==> config.mk <==
export PLATFORM = sky130hd
export DESIGN_NAME = multicycle_ctrl
export DESIGN_NICKNAME = d
export VERILOG_FILES = /design/src/rtl/mips_ctrl_pkg.sv /design/src/rtl/multicycle_ctrl_outdec.sv /design/src/rtl/multicycle_ctrl.sv
export SDC_FILE = /design/constraint.sdc
export NUM_CORES = 1
export LEC_CHECK = 0
export CORE_MARGIN = 2
export CORE_UTILIZATION = 45
export CTS_BUF_LIST = sky130_fd_sc_hd__clkbuf_8
export DETAILED_ROUTE_END_ITERATION = 10
export PLACE_DENSITY = 0.86
export SETUP_SLACK_MARGIN = 0.02
export SYNTH_ARGS = -nofsm -noshare
export SYNTH_HDL_FRONTEND = slang
export SYNTH_SLANG_ARGS = --single-unit
==> constraint.sdc <==
create_clock -name clk_i -period 3.38 [get_ports clk_i]
set_clock_uncertainty 0.2 [all_clocks]
set_input_delay 0.676 -clock clk_i [delete_from_list [all_inputs] [get_ports clk_i]]
set_output_delay 0.676 -clock clk_i [all_outputs]
set_load 0.1 [all_outputs]
==> src/rtl/mips_ctrl_pkg.sv <==
`default_nettype none
// ============================================================================
// Module      : mips_ctrl_pkg
// Description : Shared definitions for the multi-cycle MIPS control path:
//               state codes, opcodes, ALU operation codes, ALU source-B and
//               PC-source mux encodings, and the packed control word that
//               the output decoder hands to the controller top level.
// Revision    : 1.0 - initial release
// ============================================================================
package mips_ctrl_pkg;

    // ------------------------------------------------------------------
    // Controller states (4-bit code, also exported on state_o)
    // ------------------------------------------------------------------
    localparam logic [3:0] S_FETCH    = 4'd0;
    localparam logic [3:0] S_DECODE   = 4'd1;
    localparam logic [3:0] S_MEM_ADDR = 4'd2;
    localparam logic [3:0] S_MEM_RD   = 4'd3;
    localparam logic [3:0] S_MEM_WB   = 4'd4;
    localparam logic [3:0] S_MEM_WR   = 4'd5;
    localparam logic [3:0] S_EXEC_R   = 4'd6;
    localparam logic [3:0] S_R_WB     = 4'd7;
    localparam logic [3:0] S_BRANCH   = 4'd8;
    localparam logic [3:0] S_EXEC_I   = 4'd9;
    localparam logic [3:0] S_I_WB     = 4'd10;
    localparam logic [3:0] S_JUMP     = 4'd11;

    // ------------------------------------------------------------------
    // Opcodes (IR[31:26])
    // ------------------------------------------------------------------
    localparam logic [5:0] OP_RTYPE = 6'd0;
    localparam logic [5:0] OP_J     = 6'd2;
    localparam logic [5:0] OP_BEQ   = 6'd4;
    localparam logic [5:0] OP_BNE   = 6'd5;
    localparam logic [5:0] OP_ADDI  = 6'd8;
    localparam logic [5:0] OP_SLTI  = 6'd10;
    localparam logic [5:0] OP_LW    = 6'd35;
    localparam logic [5:0] OP_SW    = 6'd43;

    // ------------------------------------------------------------------
    // ALU operation codes (shared with ALU control)
    // ------------------------------------------------------------------
    localparam logic [2:0] ALU_ADD   = 3'b000;
    localparam logic [2:0] ALU_SUB   = 3'b001;
    localparam logic [2:0] ALU_FUNCT = 3'b010;
    localparam logic [2:0] ALU_SLT   = 3'b011;

    // ------------------------------------------------------------------
    // ALU source-B select
    // ------------------------------------------------------------------
    localparam logic [1:0] SRCB_RT      = 2'd0;
    localparam logic [1:0] SRCB_FOUR    = 2'd1;
    localparam logic [1:0] SRCB_IMM     = 2'd2;
    localparam logic [1:0] SRCB_IMM_SH2 = 2'd3;

    // ------------------------------------------------------------------
    // PC source select
    // ------------------------------------------------------------------
    localparam logic [1:0] PCSRC_ALU    = 2'd0;
    localparam logic [1:0] PCSRC_ALUOUT = 2'd1;
    localparam logic [1:0] PCSRC_JUMP   = 2'd2;

    // Full set of datapath controls produced each cycle
    typedef struct packed {
        logic       mem_req;
        logic       mem_we;
        logic       i_or_d;
        logic       ir_write;
        logic       pc_write;
        logic       pc_write_cond;
        logic       branch_ne;
        logic [1:0] pc_source;
        logic       alu_src_a;
        logic [1:0] alu_src_b;
        logic [2:0] alu_op;
        logic       reg_write;
        logic       reg_dst;
        logic       mem_to_reg;
        logic       retire;
        logic       illegal;
    } ctrl_word_t;

    // True for every opcode the controller knows how to sequence
    function automatic logic is_legal_op(input logic [5:0] op);
        case (op)
            OP_RTYPE, OP_J, OP_BEQ, OP_BNE,
            OP_ADDI, OP_SLTI, OP_LW, OP_SW: is_legal_op = 1'b1;
            default:                        is_legal_op = 1'b0;
        endcase
    endfunction

endpackage
`default_nettype wire

==> src/rtl/multicycle_ctrl_outdec.sv <==
`default_nettype none
// ============================================================================
// Module      : multicycle_ctrl_outdec
// Description : Purely combinational decode of the controller state into
//               the datapath control word. Only the handshake states look
//               at the memory ready input; opcode refines DECODE, BRANCH
//               and EXEC_I. Reset forces all enables low and leaves the
//               selects at their FETCH values.
// Ports       : i_state     - registered controller state
//               i_opcode    - IR[31:26]
//               i_mem_ready - memory completes this cycle
//               i_rst       - reset gating
//               o_ctrl      - decoded control word
// Revision    : 1.0 - initial release
// ============================================================================
module multicycle_ctrl_outdec
    import mips_ctrl_pkg::*;
(
    input  logic [3:0] i_state,
    input  logic [5:0] i_opcode,
    input  logic       i_mem_ready,
    input  logic       i_rst,
    output ctrl_word_t o_ctrl
);

    always_comb begin
        o_ctrl = '0;
        case (i_state)
            S_FETCH: begin
                o_ctrl.mem_req   = 1'b1;
                o_ctrl.alu_src_b = SRCB_FOUR;
                o_ctrl.alu_op    = ALU_ADD;
                o_ctrl.pc_source = PCSRC_ALU;
                // IR and PC+4 are captured on the same edge the read lands
                o_ctrl.ir_write  = i_mem_ready;
                o_ctrl.pc_write  = i_mem_ready;
            end
            S_DECODE: begin
                // Speculative branch target into ALUOut
                o_ctrl.alu_src_b = SRCB_IMM_SH2;
                o_ctrl.alu_op    = ALU_ADD;
                o_ctrl.illegal   = ~is_legal_op(i_opcode);
            end
            S_MEM_ADDR: begin
                o_ctrl.alu_src_a = 1'b1;
                o_ctrl.alu_src_b = SRCB_IMM;
                o_ctrl.alu_op    = ALU_ADD;
            end
            S_MEM_RD: begin
                o_ctrl.mem_req = 1'b1;
                o_ctrl.i_or_d  = 1'b1;
            end
            S_MEM_WB: begin
                o_ctrl.reg_write  = 1'b1;
                o_ctrl.mem_to_reg = 1'b1;
                o_ctrl.retire     = 1'b1;
            end
            S_MEM_WR: begin
                o_ctrl.mem_req = 1'b1;
                o_ctrl.mem_we  = 1'b1;
                o_ctrl.i_or_d  = 1'b1;
                // A store has nothing left to do once memory accepts it
                o_ctrl.retire  = i_mem_ready;
            end
            S_EXEC_R: begin
                o_ctrl.alu_src_a = 1'b1;
                o_ctrl.alu_src_b = SRCB_RT;
                o_ctrl.alu_op    = ALU_FUNCT;
            end
            S_R_WB: begin
                o_ctrl.reg_write = 1'b1;
                o_ctrl.reg_dst   = 1'b1;
                o_ctrl.retire    = 1'b1;
            end
            S_BRANCH: begin
                o_ctrl.alu_src_a     = 1'b1;
                o_ctrl.alu_src_b     = SRCB_RT;
                o_ctrl.alu_op        = ALU_SUB;
                o_ctrl.pc_write_cond = 1'b1;
                o_ctrl.pc_source     = PCSRC_ALUOUT;
                o_ctrl.branch_ne     = (i_opcode == OP_BNE);
                o_ctrl.retire        = 1'b1;
            end
            S_EXEC_I: begin
                o_ctrl.alu_src_a = 1'b1;
                o_ctrl.alu_src_b = SRCB_IMM;
                o_ctrl.alu_op    = (i_opcode == OP_SLTI) ? ALU_SLT : ALU_ADD;
            end
            S_I_WB: begin
                o_ctrl.reg_write = 1'b1;
                o_ctrl.retire    = 1'b1;
            end
            S_JUMP: begin
                o_ctrl.pc_write  = 1'b1;
                o_ctrl.pc_source = PCSRC_JUMP;
                o_ctrl.retire    = 1'b1;
            end
            default: o_ctrl = '0;
        endcase

        // Reset: nothing may write, selects park at their FETCH values
        if (i_rst) begin
            o_ctrl           = '0;
            o_ctrl.alu_src_b = SRCB_FOUR;
        end
    end

endmodule
`default_nettype wire

==> src/rtl/multicycle_ctrl.sv <==
`default_nettype none
// ============================================================================
// Module      : multicycle_ctrl
// Description : Moore control FSM for a shared multi-cycle MIPS datapath.
//               Holds the state register, next-state logic and the
//               retired-instruction counter; control outputs come from
//               multicycle_ctrl_outdec.
// Ports       : clk_i / rst_i      - clock, synchronous active-high reset
//               opcode_i           - IR[31:26]
//               mem_ready_i        - memory handshake
//               mem_*/i_or_d_o     - memory port controls
//               ir_write_o, pc_*   - IR / PC load controls
//               alu_*              - ALU operand selects and operation
//               reg_*, mem_to_reg_o- register-file write controls
//               state_o            - current state
//               retire_o/illegal_o - completion / bad-opcode pulses
//               instr_cnt_o        - retired-instruction count (wraps)
// Revision    : 1.0 - initial release
// ============================================================================
module multicycle_ctrl
    import mips_ctrl_pkg::*;
#(
    parameter int CNT_W = 32
) (
    input  logic             clk_i,
    input  logic             rst_i,
    input  logic [5:0]       opcode_i,
    input  logic             mem_ready_i,
    output logic             mem_req_o,
    output logic             mem_we_o,
    output logic             i_or_d_o,
    output logic             ir_write_o,
    output logic             pc_write_o,
    output logic             pc_write_cond_o,
    output logic             branch_ne_o,
    output logic [1:0]       pc_source_o,
    output logic             alu_src_a_o,
    output logic [1:0]       alu_src_b_o,
    output logic [2:0]       alu_op_o,
    output logic             reg_write_o,
    output logic             reg_dst_o,
    output logic             mem_to_reg_o,
    output logic [3:0]       state_o,
    output logic             retire_o,
    output logic             illegal_o,
    output logic [CNT_W-1:0] instr_cnt_o
);

    localparam logic [CNT_W-1:0] c_cnt_one = {{(CNT_W-1){1'b0}}, 1'b1};

    logic [3:0]       r_state;
    logic [3:0]       w_next_state;
    logic [CNT_W-1:0] r_instr_cnt;
    ctrl_word_t       w_ctrl;

    // State register
    always_ff @(posedge clk_i) begin
        if (rst_i) begin
            r_state <= S_FETCH;
        end else begin
            r_state <= w_next_state;
        end
    end

    // Next-state logic
    always_comb begin
        w_next_state = S_FETCH;
        case (r_state)
            S_FETCH:    w_next_state = mem_ready_i ? S_DECODE : S_FETCH;
            S_DECODE: begin
                case (opcode_i)
                    OP_LW, OP_SW:     w_next_state = S_MEM_ADDR;
                    OP_RTYPE:         w_next_state = S_EXEC_R;
                    OP_BEQ, OP_BNE:   w_next_state = S_BRANCH;
                    OP_ADDI, OP_SLTI: w_next_state = S_EXEC_I;
                    OP_J:             w_next_state = S_JUMP;
                    default:          w_next_state = S_FETCH;
                endcase
            end
            // Only LW and SW reach address generation
            S_MEM_ADDR: w_next_state = (opcode_i == OP_SW) ? S_MEM_WR : S_MEM_RD;
            S_MEM_RD:   w_next_state = mem_ready_i ? S_MEM_WB : S_MEM_RD;
            S_MEM_WR:   w_next_state = mem_ready_i ? S_FETCH : S_MEM_WR;
            S_EXEC_R:   w_next_state = S_R_WB;
            S_EXEC_I:   w_next_state = S_I_WB;
            default:    w_next_state = S_FETCH;
        endcase
    end

    // Output decode
    multicycle_ctrl_outdec u_outdec (
        .i_state     (r_state),
        .i_opcode    (opcode_i),
        .i_mem_ready (mem_ready_i),
        .i_rst       (rst_i),
        .o_ctrl      (w_ctrl)
    );

    // Retired-instruction counter; retire is already low during reset
    always_ff @(posedge clk_i) begin
        if (rst_i) begin
            r_instr_cnt <= '0;
        end else if (w_ctrl.retire) begin
            r_instr_cnt <= r_instr_cnt + c_cnt_one;
        end
    end

    assign mem_req_o       = w_ctrl.mem_req;
    assign mem_we_o        = w_ctrl.mem_we;
    assign i_or_d_o        = w_ctrl.i_or_d;
    assign ir_write_o      = w_ctrl.ir_write;
    assign pc_write_o      = w_ctrl.pc_write;
    assign pc_write_cond_o = w_ctrl.pc_write_cond;
    assign branch_ne_o     = w_ctrl.branch_ne;
    assign pc_source_o     = w_ctrl.pc_source;
    assign alu_src_a_o     = w_ctrl.alu_src_a;
    assign alu_src_b_o     = w_ctrl.alu_src_b;
    assign alu_op_o        = w_ctrl.alu_op;
    assign reg_write_o     = w_ctrl.reg_write;
    assign reg_dst_o       = w_ctrl.reg_dst;
    assign mem_to_reg_o    = w_ctrl.mem_to_reg;
    assign retire_o        = w_ctrl.retire;
    assign illegal_o       = w_ctrl.illegal;
    assign state_o         = r_state;
    assign instr_cnt_o     = r_instr_cnt;

endmodule
`default_nettype wire

==> flow_metrics.env, run 1 <==
export IMPL_multi_input_area_um2=1510
export IMPL_worst_pin_slew_ns=0.635
export IMPL_area_delta_synth_final_pct=51.3
export IMPL_core_um2=4440
export IMPL_critPathArrivalTime_ns=2.42
export IMPL_cts_sinks=36
export IMPL_antenna_found_initial=0
export IMPL_die_x_um=72.7
export IMPL_nets=352
export IMPL_syn_instance_count=277
export IMPL_ios=65
export IMPL_dr_pass1_iters=4
export IMPL_combPwrFrac_pct=14.1
export IMPL_die_area_um2=5280
export IMPL_drv_cap=0
export IMPL_dp_hpwl_um=4430
export IMPL_hold_viol=0
export IMPL_drt_wl_total_um=5990
export IMPL_crit_fanout=2
export IMPL_yosysMostFrequentCell="dfxtp_1"
export IMPL_outcome="finished clean"
export IMPL_wl_per_cell_um=15.2
export IMPL_final_cell_area_um2=3210
export IMPL_holdWs_ns=0.300
export IMPL_drtAntennaViolNets=0
export IMPL_ff_latch_area_um2=736
export IMPL_synth_nets=287
export IMPL_yosysTopAreaCell="dfxtp_1"
export IMPL_vias=2328
export IMPL_period_share_pct=97.6
export IMPL_ys_warn_count=0
export IMPL_rows=24
export IMPL_fillers=341
export IMPL_overflow=0
export IMPL_ys_types=48
export IMPL_numCtsBuffers=5
export IMPL_antenna_cells=0
export IMPL_grt_max_degree=32
export IMPL_drv_slew=0
export IMPL_track_usage_pct=23.3
export IMPL_synthArstFlopShare_pct=0
export IMPL_p_switching_uw=259
export IMPL_synthDominantCellAreaShare_pct=34.0
export IMPL_initial_core_util_pct=47.7
export IMPL_crit_type="input port to output pin"
export IMPL_cts_buffer_depth=2
export IMPL_drc_errors=0
export IMPL_power_leakage_nw=1.14
export IMPL_grt_pass1_wl_um=9670
export IMPL_avgSynthCellArea_um2=7.66
export IMPL_maxSlewHeadroom_pct=57.4
export IMPL_drive_gt1_share_pct=32.4
export IMPL_die_h_um=72.7
export IMPL_vias_per_cell=5.89
export IMPL_place_area_um2=3060
export IMPL_setup_viol=0
export IMPL_synth_area_um2=2120
export IMPL_port_buffers=63
export IMPL_endpoint_kind="output pin"
export IMPL_synth_ff_type="dfxtp_1"
export IMPL_clk_latency_ns=0.30
export IMPL_place_ws_ns=-0.0404
export IMPL_root_buffer="clkbuf_8"
export IMPL_critPathLaunchType="input port"
export IMPL_switching_share_pct=27.4
export IMPL_period_needed_ns=3.30
export IMPL_p_int_uw=686
export IMPL_cts_clk_slew_worst_paths_ns=0.08
export IMPL_hp_class="register to register"
export IMPL_first_global_vias=2053
export IMPL_synthTopCellsByArea="dfxtp_1, a21oi_1, nor2_1"
export IMPL_synth_edf_count=0
export IMPL_power_density_nw_per_um2=294
export IMPL_max_freq_mhz=303
export IMPL_place_congestion=0.798
export IMPL_drtIter0Drc=142
export IMPL_htree_levels=2
export IMPL_ys_ff_latch=36
export IMPL_worst_ir_drop_vdd_uv=211
export IMPL_tritoncts="done"
export IMPL_p_seq_share_pct=45.6
export IMPL_yosysSeqAreaShare_pct=34.0
export IMPL_cp_required_ns=2.50
export IMPL_fin_util_pct=72.2
export IMPL_p_clk_share_pct=40.3
export IMPL_synth_common_cells="dfxtp_1, nor2_1, a21oi_1"
export IMPL_layout_setup_ws_ns=0.0819
critical path: stages:
cell	delay, ns
clkdlybuf4s50_1	0.48
nor4_4	0.17
and2_4	0.18
nand4_1	0.20
buf_4	0.22
a211oi_4	0.27
buf_12	0.21
routing by layer:
layer	wire, um	global-route usage, %	vias up
li1	-	-	1153
met1	2660	30.4	1097
met2	2920	38.0	67
met3	288	4.14	11
met4	131	9.88	0
met5	0	0	-
kinds of logic after synthesis:
| group | after synthesis | synth area share, % |
|---|---|---|
| other | 1 | 0.177 |
| DFF | 36 | 34.0 |
| and+or+nand+nor | 133 | 34.3 |
| xor gates and xnor gates | 12 | 4.96 |
| adders and majority gates | 1 | 0.590 |
| muxes | 3 | 1.47 |
| AOI/OAI and AO/OA | 67 | 18.8 |
| buffers and inverters | 24 | 5.78 |
metrics by stage:
stage	std cells	setup TNS (ns)	power, mW
floorplan	277	-0.231	0.528
global placement	386	0	0.570
detailed placement	386	-0.0404	0.572
CTS	395	0	0.949
global route	395	-0.00921	0.972
finish	395	0	0.945
state kept, by name, summed over array words and instances, names as in the netlist:
name and count:
instr_cnt_o 32, state_o 4
final cells by class:
class	instances	area share (%)
clock buffers	5	2.15
flip-flops and latches	36	22.9
inverters	5	0.585
multi-input cells	217	47.2
well taps	52	2.03
clock inverters	3	1.33
repair buffers	77	23.8
final timing paths:
path / endpoint / slack, ns / cells past startpoint / startpoint
worst max register to register: instr_cnt_o[22]$_SDFFE_PP0P_ / 0.60 / 6 / state_o[1]$_SDFF_PP0_
worst min-delay path: instr_cnt_o[29]$_SDFFE_PP0P_ / 0.30 / 2 / instr_cnt_o[29]$_SDFFE_PP0P_
worst min register to register: instr_cnt_o[29]$_SDFFE_PP0P_ / 0.30 / 2 / instr_cnt_o[29]$_SDFFE_PP0P_
worst max-delay path: alu_op_o[1] / 0.08 / 7 / opcode_i[2]
power groups by stage:
stage,combinational (mW),sequential (mW),clock [mW]
finish,0.133,0.431,0.381
global route,0.139,0.431,0.402
CTS,0.132,0.430,0.387
detailed placement,0.131,0.440,0
global placement,0.130,0.440,0
floorplan,0.0852,0.443,0
layout by cell type (no fill, tap or decap), drive strengths merged, types with 2 or more instances in the layout:
cell	Yosys	final
buf	9	70
dfxtp	36	36
nor2	28	28
a21oi	24	24
o21ai	21	21
nand2	14	14
nand3	14	14
or3	14	14
nor3	12	12
nand4	10	10
xnor2	10	10
nor4	10	10
or4	8	8
o31ai	5	5
clkbuf	10	5
and3	5	5
inv	5	5
nand2b	5	5
clkdlybuf4s50	0	4
a211oi	4	4
nor2b	3	3
dlymetal6s2s	0	3
or2	2	2
o21a	2	2
a21o	2	2
xor2	2	2
nor3b	2	2
mux2i	2	2
a2111oi	2	2
timing repair:
| action | CTS | global route |
|---|---|---|
| endpoints found under the setup margin | 1 | 2 |
| hold buffers | 0 | 0 |
| pin swaps | 2 | 3 |
| gates resized for setup | 1 | 5 |
| gates cloned | 0 | 0 |
| setup buffers | 1 | 0 |
(Power assumes the default switching activity.)
==> inputs of run 2 (changes only) <==
Settings changed: DONT_BUFFER_PORTS set to 1, PLACE_DENSITY 0.86 to 0.69, SKIP_LAST_GASP set to 1.
==> flow_metrics.env, run 2 (synthesis gave the netlist of run 1 again) <==
export IMPL_port_buffers=0
export IMPL_cpPeakStageDelay_ns=0.41
export IMPL_post_cts_buffers=0
export IMPL_layout_commonest_cell="buf_4"
export IMPL_fillers=383
export IMPL_clk_latency_ns=0.29
export IMPL_dp_hpwl_um=4020
export IMPL_period_needed_ns=3.09
export IMPL_ios=65
export IMPL_root_buffer="clkbuf_8"
export IMPL_area_delta_synth_final_pct=34.7
export IMPL_cts_sinks=36
export IMPL_p_clk_share_pct=41.5
export IMPL_critPathArrivalTime_ns=2.21
export IMPL_crit_fanout=5
export IMPL_drv_slew=0
export IMPL_p_seq_share_pct=48.5
export IMPL_drive_gt1_share_pct=28.1
export IMPL_total_power_uw=887
export IMPL_multi_input_area_um2=1500
export IMPL_layout_common_cells="buf_4, dfxtp_1, nor2_1, a21oi_1, o21ai_0"
export IMPL_r2r_cells=4
export IMPL_numCtsBuffers=5
export IMPL_worst_pin_slew_ns=1.03
export IMPL_first_global_vias=2036
export IMPL_nets=326
export IMPL_outcome="finished clean"
export IMPL_vias_per_cell=5.93
export IMPL_ff_latch_area_um2=736
export IMPL_drt_wl_total_um=5580
export IMPL_critPathLaunchType="input port"
export IMPL_htree_levels=2
export IMPL_final_cell_area_um2=2860
export IMPL_place_congestion=0.801
export IMPL_reg2reg_slack_ns=0.54
export IMPL_cts_resized=0
export IMPL_worstHoldStart="rst_i"
export IMPL_power_leakage_nw=0.967
export IMPL_place_area_um2=2750
export IMPL_core_um2=4440
export IMPL_critPathLaunch="opcode_i[0]"
export IMPL_antenna_found_initial=0
export IMPL_wl_per_cell_um=15.1
export IMPL_largest_register_ffs=32
export IMPL_power_density_nw_per_um2=311
export IMPL_antenna_cells=0
export IMPL_drtAntennaViolNets=0
export IMPL_cts_clk_slew_worst_paths_ns=0.07
export IMPL_drc_errors=0
export IMPL_overflow=0
export IMPL_die_h_um=72.7
export IMPL_hold_depth=1
export IMPL_holdBufCountCts=0
export IMPL_vias=2190
export IMPL_period_share_pct=91.4
export IMPL_p_int_uw=662
export IMPL_layout_setup_ws_ns=0.291
export IMPL_grt_max_degree=53
export IMPL_hold_viol=0
export IMPL_drv_cap=0
export IMPL_max_freq_mhz=324
export IMPL_initial_core_util_pct=47.7
export IMPL_setup_viol=0
export IMPL_fin_util_pct=64.3
export IMPL_tritoncts="done"
export IMPL_worst_ir_drop_vdd_uv=213
export IMPL_combPwrFrac_pct=10.1
export IMPL_rsz0062_at_grt="no"
export IMPL_endpoint_kind="output pin"
export IMPL_place_ws_ns=0.298
export IMPL_crit_path_top_delay_cell="a2111oi_4"
export IMPL_cts_buffer_depth=2
export IMPL_r2r_start="state_o[3]$_SDFF_PP0_"
export IMPL_hp_class="input port to register"
export IMPL_switching_share_pct=25.3
export IMPL_rows=24
export IMPL_cp_required_ns=2.50
export IMPL_cp_cell_sequence="nor4_1, and2_1, nand4_1, a2111oi_4, buf_12"
export IMPL_track_usage_pct=22.3
export IMPL_p_switching_uw=225
export IMPL_drtIter0Drc=156
export IMPL_dr_pass1_iters=4
export IMPL_maxSlewHeadroom_pct=31.1
export IMPL_die_x_um=72.7
export IMPL_grt_pass1_wl_um=9300
export IMPL_holdWs_ns=0.256
export IMPL_die_area_um2=5280
export IMPL_crit_type="input port to output pin"
==> run 2: cell count changes in the layout (fill, tap and decap cells not counted) <==
cell / previous run / this run
nor4_4: 5 / 4
dlymetal6s2s_1: 3 / 0
and2_1: 0 / 1
and2_4: 1 / 0
buf_4: 56 / 47
buf_12: 13 / 4
inv_1: 4 / 5
clkdlybuf4s50_1: 4 / 0
nor4_1: 5 / 6
clkinvlp_4: 1 / 0
buf_2: 1 / 0
==> run 2: metrics by stage <==
stage                     instances  TNS (ns)
after floorplan                 277    -0.231
after global placement          361         0
after detailed placement        361         0
after CTS                       369         0
after global routing            369         0
final                           369         0
==> run 2: critical path, delay by kind of cell <==
kind	cells	cell delay [ns]
buffers and inverters	1	0.22
AND/OR/NAND/NOR	3	0.90
AO/OA/AOI/OAI	1	0.41
==> run 2: cell type report <==
type | count | area share, %
timing repair buffer | 51 | 15.2
tap | 52 | 2.28
multi-input combinational | 217 | 52.4
sequential | 36 | 25.8
inverter | 5 | 0.657
clock buffer | 5 | 2.41
clock inverter | 3 | 1.36
==> run 2: routing by layer <==
metal,up-vias,part of all wire (%),track usage (%)
met5,-,0,0
met4,0,1.8,8.64
li1,1104,-,-
met3,13,3.7,4.14
met1,1018,45,29.2
met2,55,50,36.3
==> run 2: final timing paths <==
kind,to
worst max register to register,instr_cnt_o[24]$_SDFFE_PP0P_
worst max-delay path,alu_op_o[0]
worst min-delay path,instr_cnt_o[26]$_SDFFE_PP0P_
worst min register to register,instr_cnt_o[25]$_SDFFE_PP0P_
==> run 2: power groups by stage <==
| stage | clock (mW) | combinational (mW) | sequential (mW) |
|---|---|---|---|
| final | 0.368 | 0.0892 | 0.430 |
| after global routing | 0.391 | 0.0929 | 0.431 |
| after CTS | 0.377 | 0.0893 | 0.430 |
| after detailed placement | 0 | 0.0892 | 0.440 |
| after global placement | 0 | 0.0882 | 0.440 |
| after floorplan | 0 | 0.0852 | 0.443 |
==> patch 1 (flow settings as in run 1) <==
Reset style: asynchronous (`rst_i`), changed in 2 clocked blocks. Comments in the files are not updated.
--- a/src/rtl/multicycle_ctrl.sv
+++ b/src/rtl/multicycle_ctrl.sv
@@ -55,5 +55,5 @@
 
     // State register
-    always_ff @(posedge clk_i) begin
+    always_ff @(posedge clk_i or posedge rst_i) begin
         if (rst_i) begin
             r_state <= S_FETCH;
@@ -98,5 +98,5 @@
 
     // Retired-instruction counter; retire is already low during reset
-    always_ff @(posedge clk_i) begin
+    always_ff @(posedge clk_i or posedge rst_i) begin
         if (rst_i) begin
             r_instr_cnt <= '0;
Function: differs if rst_i is asserted again (counterexample within 4 cycles, from zero or initial values and one cycle with rst_i high); with rst_i held inactive, the same outputs for 10 cycles.
==> patch 1 against run 1 <==
  * Sequential cell count is the same
  * Register-to-register slack gained 0.43 ns
  * Area after synthesis shrank 1.8%
  * Setup slack gained 0.078 ns
  * Global-route usage shrank 2.0 points
  * Largest cell class unchanged
  * Highest routed layer unchanged
  * Wire length shrank 11%
  * Final area shrank 3.4%
Power is not compared: it rests on default switching activity, and its combinational part moved more than twofold at a synthesized area within 25%.
==> patch 1: results (changes against run 1) <==
| Metric | Value |
|---|---|
| Final HPWL DP | 4.05 mm (was 4.43 mm) |
| Worst setup startpoint | opcode_i[5] (was opcode_i[2]) |
| Non-Clock Inverter Count | 6 (was 5) |
| Final hold slack | 0.285 ns (was 0.300 ns) |
| Crit-path max cell delay | 0.52 ns (was 0.48 ns) |
| Data buffer area share | 25.0% (was 23.8%) |
| RR Startpoint | state_o[2] (was state_o[1]) |
| GR Util All Layers | 21.3% (was 23.3%) |
| R2R cell count | 5 (was 6) |
| WP data arrival | 2.34 ns (was 2.42 ns) |
| Syn Inst Count | 219 (was 277) |
| Comb_multi_in | 166 (was 217) |
| Via Count | 1889 (was 2328) |
| Area share of the largest cell type after synthesis | 43.2% (was 34.0%) |
| Worst Hold End | instr_cnt_o[31] (was instr_cnt_o[29]) |
| Hold wc startpoint | instr_cnt_o[31] (was instr_cnt_o[29]) |
| Fillcell total | 323 (was 341) |
| GRT met1 Usage | 28.8% (was 30.4%) |
| Final period util | 95.3% (was 97.6%) |
| GP Congestion | 0.884 (was 0.798) |
| Slew HR | 53.6% (was 57.4%) |
| Initial DRC count | 74 (was 142) |
| Met2 usage | 36.0% (was 38.0%) |
| Syn Nets | 229 (was 287) |
| Pin count of the biggest net entering global routing | 37 (was 32) |
| Clock-cell share of area | 3.59% (was 3.47%) |
| Core area | 4410 um^2 (was 4440 um^2) |
| Crit Path Max Fanout | 5 (was 2) |
| Place WS | 0.131 ns (was -0.0404 ns) |
| Status | finished, final reports clean (unchanged) |
| Post-synth cell types | 45 (was 48) |
| Share of layout cells above drive strength 1 | 35.1% (was 32.4%) |
| Async set or reset register ratio after synthesis | 100% (was 0%) |
| First-pass GRT wire length | 8.77 mm (was 9.67 mm) |
| CP Capture Point | alu_op_o[0] (was alu_op_o[1]) |
| Post-DP Area | 2980 um^2 (was 3060 um^2) |
| WHS Path Cells | 1 (was 2) |
## patch 1: cell count changes in the layout (fill, tap and decap cells not counted), sizes merged, moves of 7 or more
cell,delta
dfrtp,+36
dfxtp,-36
a21oi,-21
o21ai,-15
or3,-14
xnor2,+14
nor2,-11
buf,-9
or4,-7
## patch 1: critical path, delay by kind of cell
family,cells,cell delay [ns]
AND/OR/NAND/NOR,2,0.79
buffers and inverters,2,0.69
AO/OA/AOI/OAI,1,0.18
## patch 1: cells by family after synthesis
kind of cell	after synthesis	share of synthesized area, %
other	1	0.180
multiplexers	2	1.08
buffers and inverters	17	3.54
adder cells (fa/ha/maj)	1	0.601
XOR/XNOR	32	13.5
AND/OR/NAND/NOR	109	31.1
flip-flops	36	43.2
AO/OA/AOI/OAI	21	6.79
## patch 1: metal layers
metal	part of all wire, %	up-vias	routed length (um)
met4	0.91	0	49
li1	-	909	-
met3	4.5	9	240
met2	51	58	2710
met5	0	-	0
met1	44	913	2360
==> patch 2 (flow settings as in run 1) <==
Made on the original files. Set the parameter `CNT_W` to 48 (it was 32).
--- a/src/rtl/multicycle_ctrl.sv
+++ b/src/rtl/multicycle_ctrl.sv
@@ -21,5 +21,5 @@
     import mips_ctrl_pkg::*;
 #(
-    parameter int CNT_W = 32
+    parameter int CNT_W = 48
 ) (
     input  logic             clk_i,
Ports: changed (resized instr_cnt_o); port bits go from 65 to 81. No check against the original RTL was run, so the function may have changed too.
==> patch 2 against run 1 <==
  * Wire length increased by 45%
  * Setup slack got worse by 0.014 ns
  * Critical path depth down 1
  * Final area grew 33%
  * Synthesized cell count grew 45%
  * Sequential cell count rose by 16
  * Core utilization is 9.3 points lower
  * Via count rose by 45%
  * Power increased by 27%
  * Area after synthesis up 49%
  * Critical endpoint is now alu_op_o[0]
==> patch 2: results (changes against run 1) <==
| Metric | Value |
|---|---|
| Status | finished, final reports clean (unchanged) |
| CTS clk-pin slew, worst paths | 0.09 ns |
| Avg Cell Area, Syn | 7.87 um^2 (was 7.66 um^2) |
| # placed instances | 562 (was 386) |
| Vias in the first global route | 3038 (was 2053) |
| Leak Pwr | 1.50 nW (was 1.14 nW) |
| Final HPWL DP | 6.31 mm (was 4.43 mm) |
| Async set or reset register ratio after synthesis | 0% (unchanged) |
| WP data arrival | 2.44 ns (was 2.42 ns) |
| Worst skew pair latency | 0.32 ns (was 0.30 ns) |
| Longest Clk Path Bufs | 2 (unchanged) |
| Worst setup startpoint | opcode_i[5] (was opcode_i[2]) |
| Net count, final | 485 (was 352) |
| R2R cell count | 5 (was 6) |
| Post-synthesis sequential area ratio | 33.0% (was 34.0%) |
| Worst Tran Pin Value | 0.554 ns (was 0.635 ns) |
| Worst Hold End | instr_cnt_o[47] (was instr_cnt_o[29]) |
| CTS resizes | 3 (was 1) |
| Syn Nets | 411 (was 287) |
| WHS Path Cells | 1 (was 2) |
| Diodes inserted | 0 (unchanged) |
| Share of layout cells above drive strength 1 | 28.2% (was 32.4%) |
| DR pass1 iterations | 6 (was 4) |
| Pin count of the biggest net entering global routing | 39 (was 32) |
| Via Count | 3373 (was 2328) |
| FF-to-FF End | instr_cnt_o[43] (was instr_cnt_o[22]) |
| Synth top cells by count | dfxtp_1 (52), nor2_1 (42), a21oi_1 (37), nand2_1 (29), nand3_1 (20) (was dfxtp_1 (36), nor2_1 (28), a21oi_1 (24), o21ai_0 (21)) |
| VDD IR-drop max | 0.199 mV (was 0.211 mV) |
| H-tree depth | 2 (unchanged) |
| Synth area leaders | dfxtp_1 (33%), a21oi_1 (5.9%), nor2_1 (5.0%) (was dfxtp_1 (34%), a21oi_1 (5.7%), nor2_1 (5.0%)) |
| Critical Path Sink Type | primary output (unchanged) |
| Final hold slack | 0.277 ns (was 0.300 ns) |
| Crit-path max cell delay | 0.43 ns (was 0.48 ns) |
| RR Startpoint | instr_cnt_o[2] (was state_o[1]) |
| Final wirelength | 8.71 mm (was 5.99 mm) |
| CTS Buf Count | 5 (unchanged) |
| First-pass GRT wire length | 14.1 mm (was 9.67 mm) |
| Initial DRC count | 282 (was 142) |
| Core area | 6790 um^2 (was 4440 um^2) |
| Post-DP Area | 4140 um^2 (was 3060 um^2) |
| Place WS | -0.151 ns (was -0.0404 ns) |
| Final instance count without filler cells | 572 (was 395) |
| # port buffers | 79 (was 63) |
| Setup bufs post-CTS | 0 (was 1) |
| Hold wc startpoint | instr_cnt_o[47] (was instr_cnt_o[29]) |
| Largest register FFs | 48 (was 32) |
| GP Congestion | 0.853 (was 0.798) |
| Worst path top cell family by delay | simple AND/OR/NAND/NOR gates (was buffers and inverters) |
| Setup slack, reg-to-reg | 0.80 ns (was 0.60 ns) |
| GR Util All Layers | 22.6% (was 23.3%) |
| Post-synth cell types | 57 (was 48) |
==> patch 2: cell count changes in the layout (fill, tap and decap cells not counted), sizes merged, moves of 8 or more <==
cell,run 1,this run
buf,70,85
nand2,14,29
o31ai,5,19
nor2,28,42
or4,8,20
nand3,14,22
a21oi,24,37
dfxtp,36,52
==> patch 2: metal layers <==
layer / wire, um / share of wire, % / global-route usage [%] / vias to the layer above
li1: - / - / - / 1631
met1: 3750 / 43 / 29.8 / 1623
met2: 4380 / 50 / 36.6 / 105
met5: 0 / 0 / 0 / -
met3: 437 / 5.0 / 3.77 / 14
met4: 139 / 1.6 / 9.37 / 0
==> patch 2: layout make-up <==
type,count,area (um^2)
Sequential cell,52,1060
Timing Repair Buffer,92,843
Fill cell,595,2520
Tap cell,96,120
Clock buffer,5,68.8
Clock inverter,3,42.5
Inverter,10,37.5
Multi-Input combinational cell,314,2100
==> patch 2: logic make-up after synthesis <==
family | count (synthesis) | synth area share, %
compound gates | 85 | 16.7
mux | 7 | 2.38
buf+inv | 35 | 5.11
other cells | 1 | 0.119
fa+ha+maj | 1 | 0.396
simple gates | 205 | 38.1
xor+xnor | 15 | 4.16
flops | 52 | 33.0
==> patch 2: power by group <==
group | total, mW | internal [mW] | switching, mW
Combinational | 0.134 | 0.0418 | 0.0926
Clock | 0.442 | 0.221 | 0.221
Sequential | 0.619 | 0.611 | 0.00802
==> patch 2: worst max path at each step <==
stage,slack [ns],end
after floorplan,-0.26,alu_op_o[0]
after global placement,-0.10,alu_op_o[0]
after detailed placement,-0.15,alu_op_o[0]
after CTS,0.06,alu_op_o[0]
after global routing,0.02,alu_op_o[0]
final,0.07,alu_op_o[0]
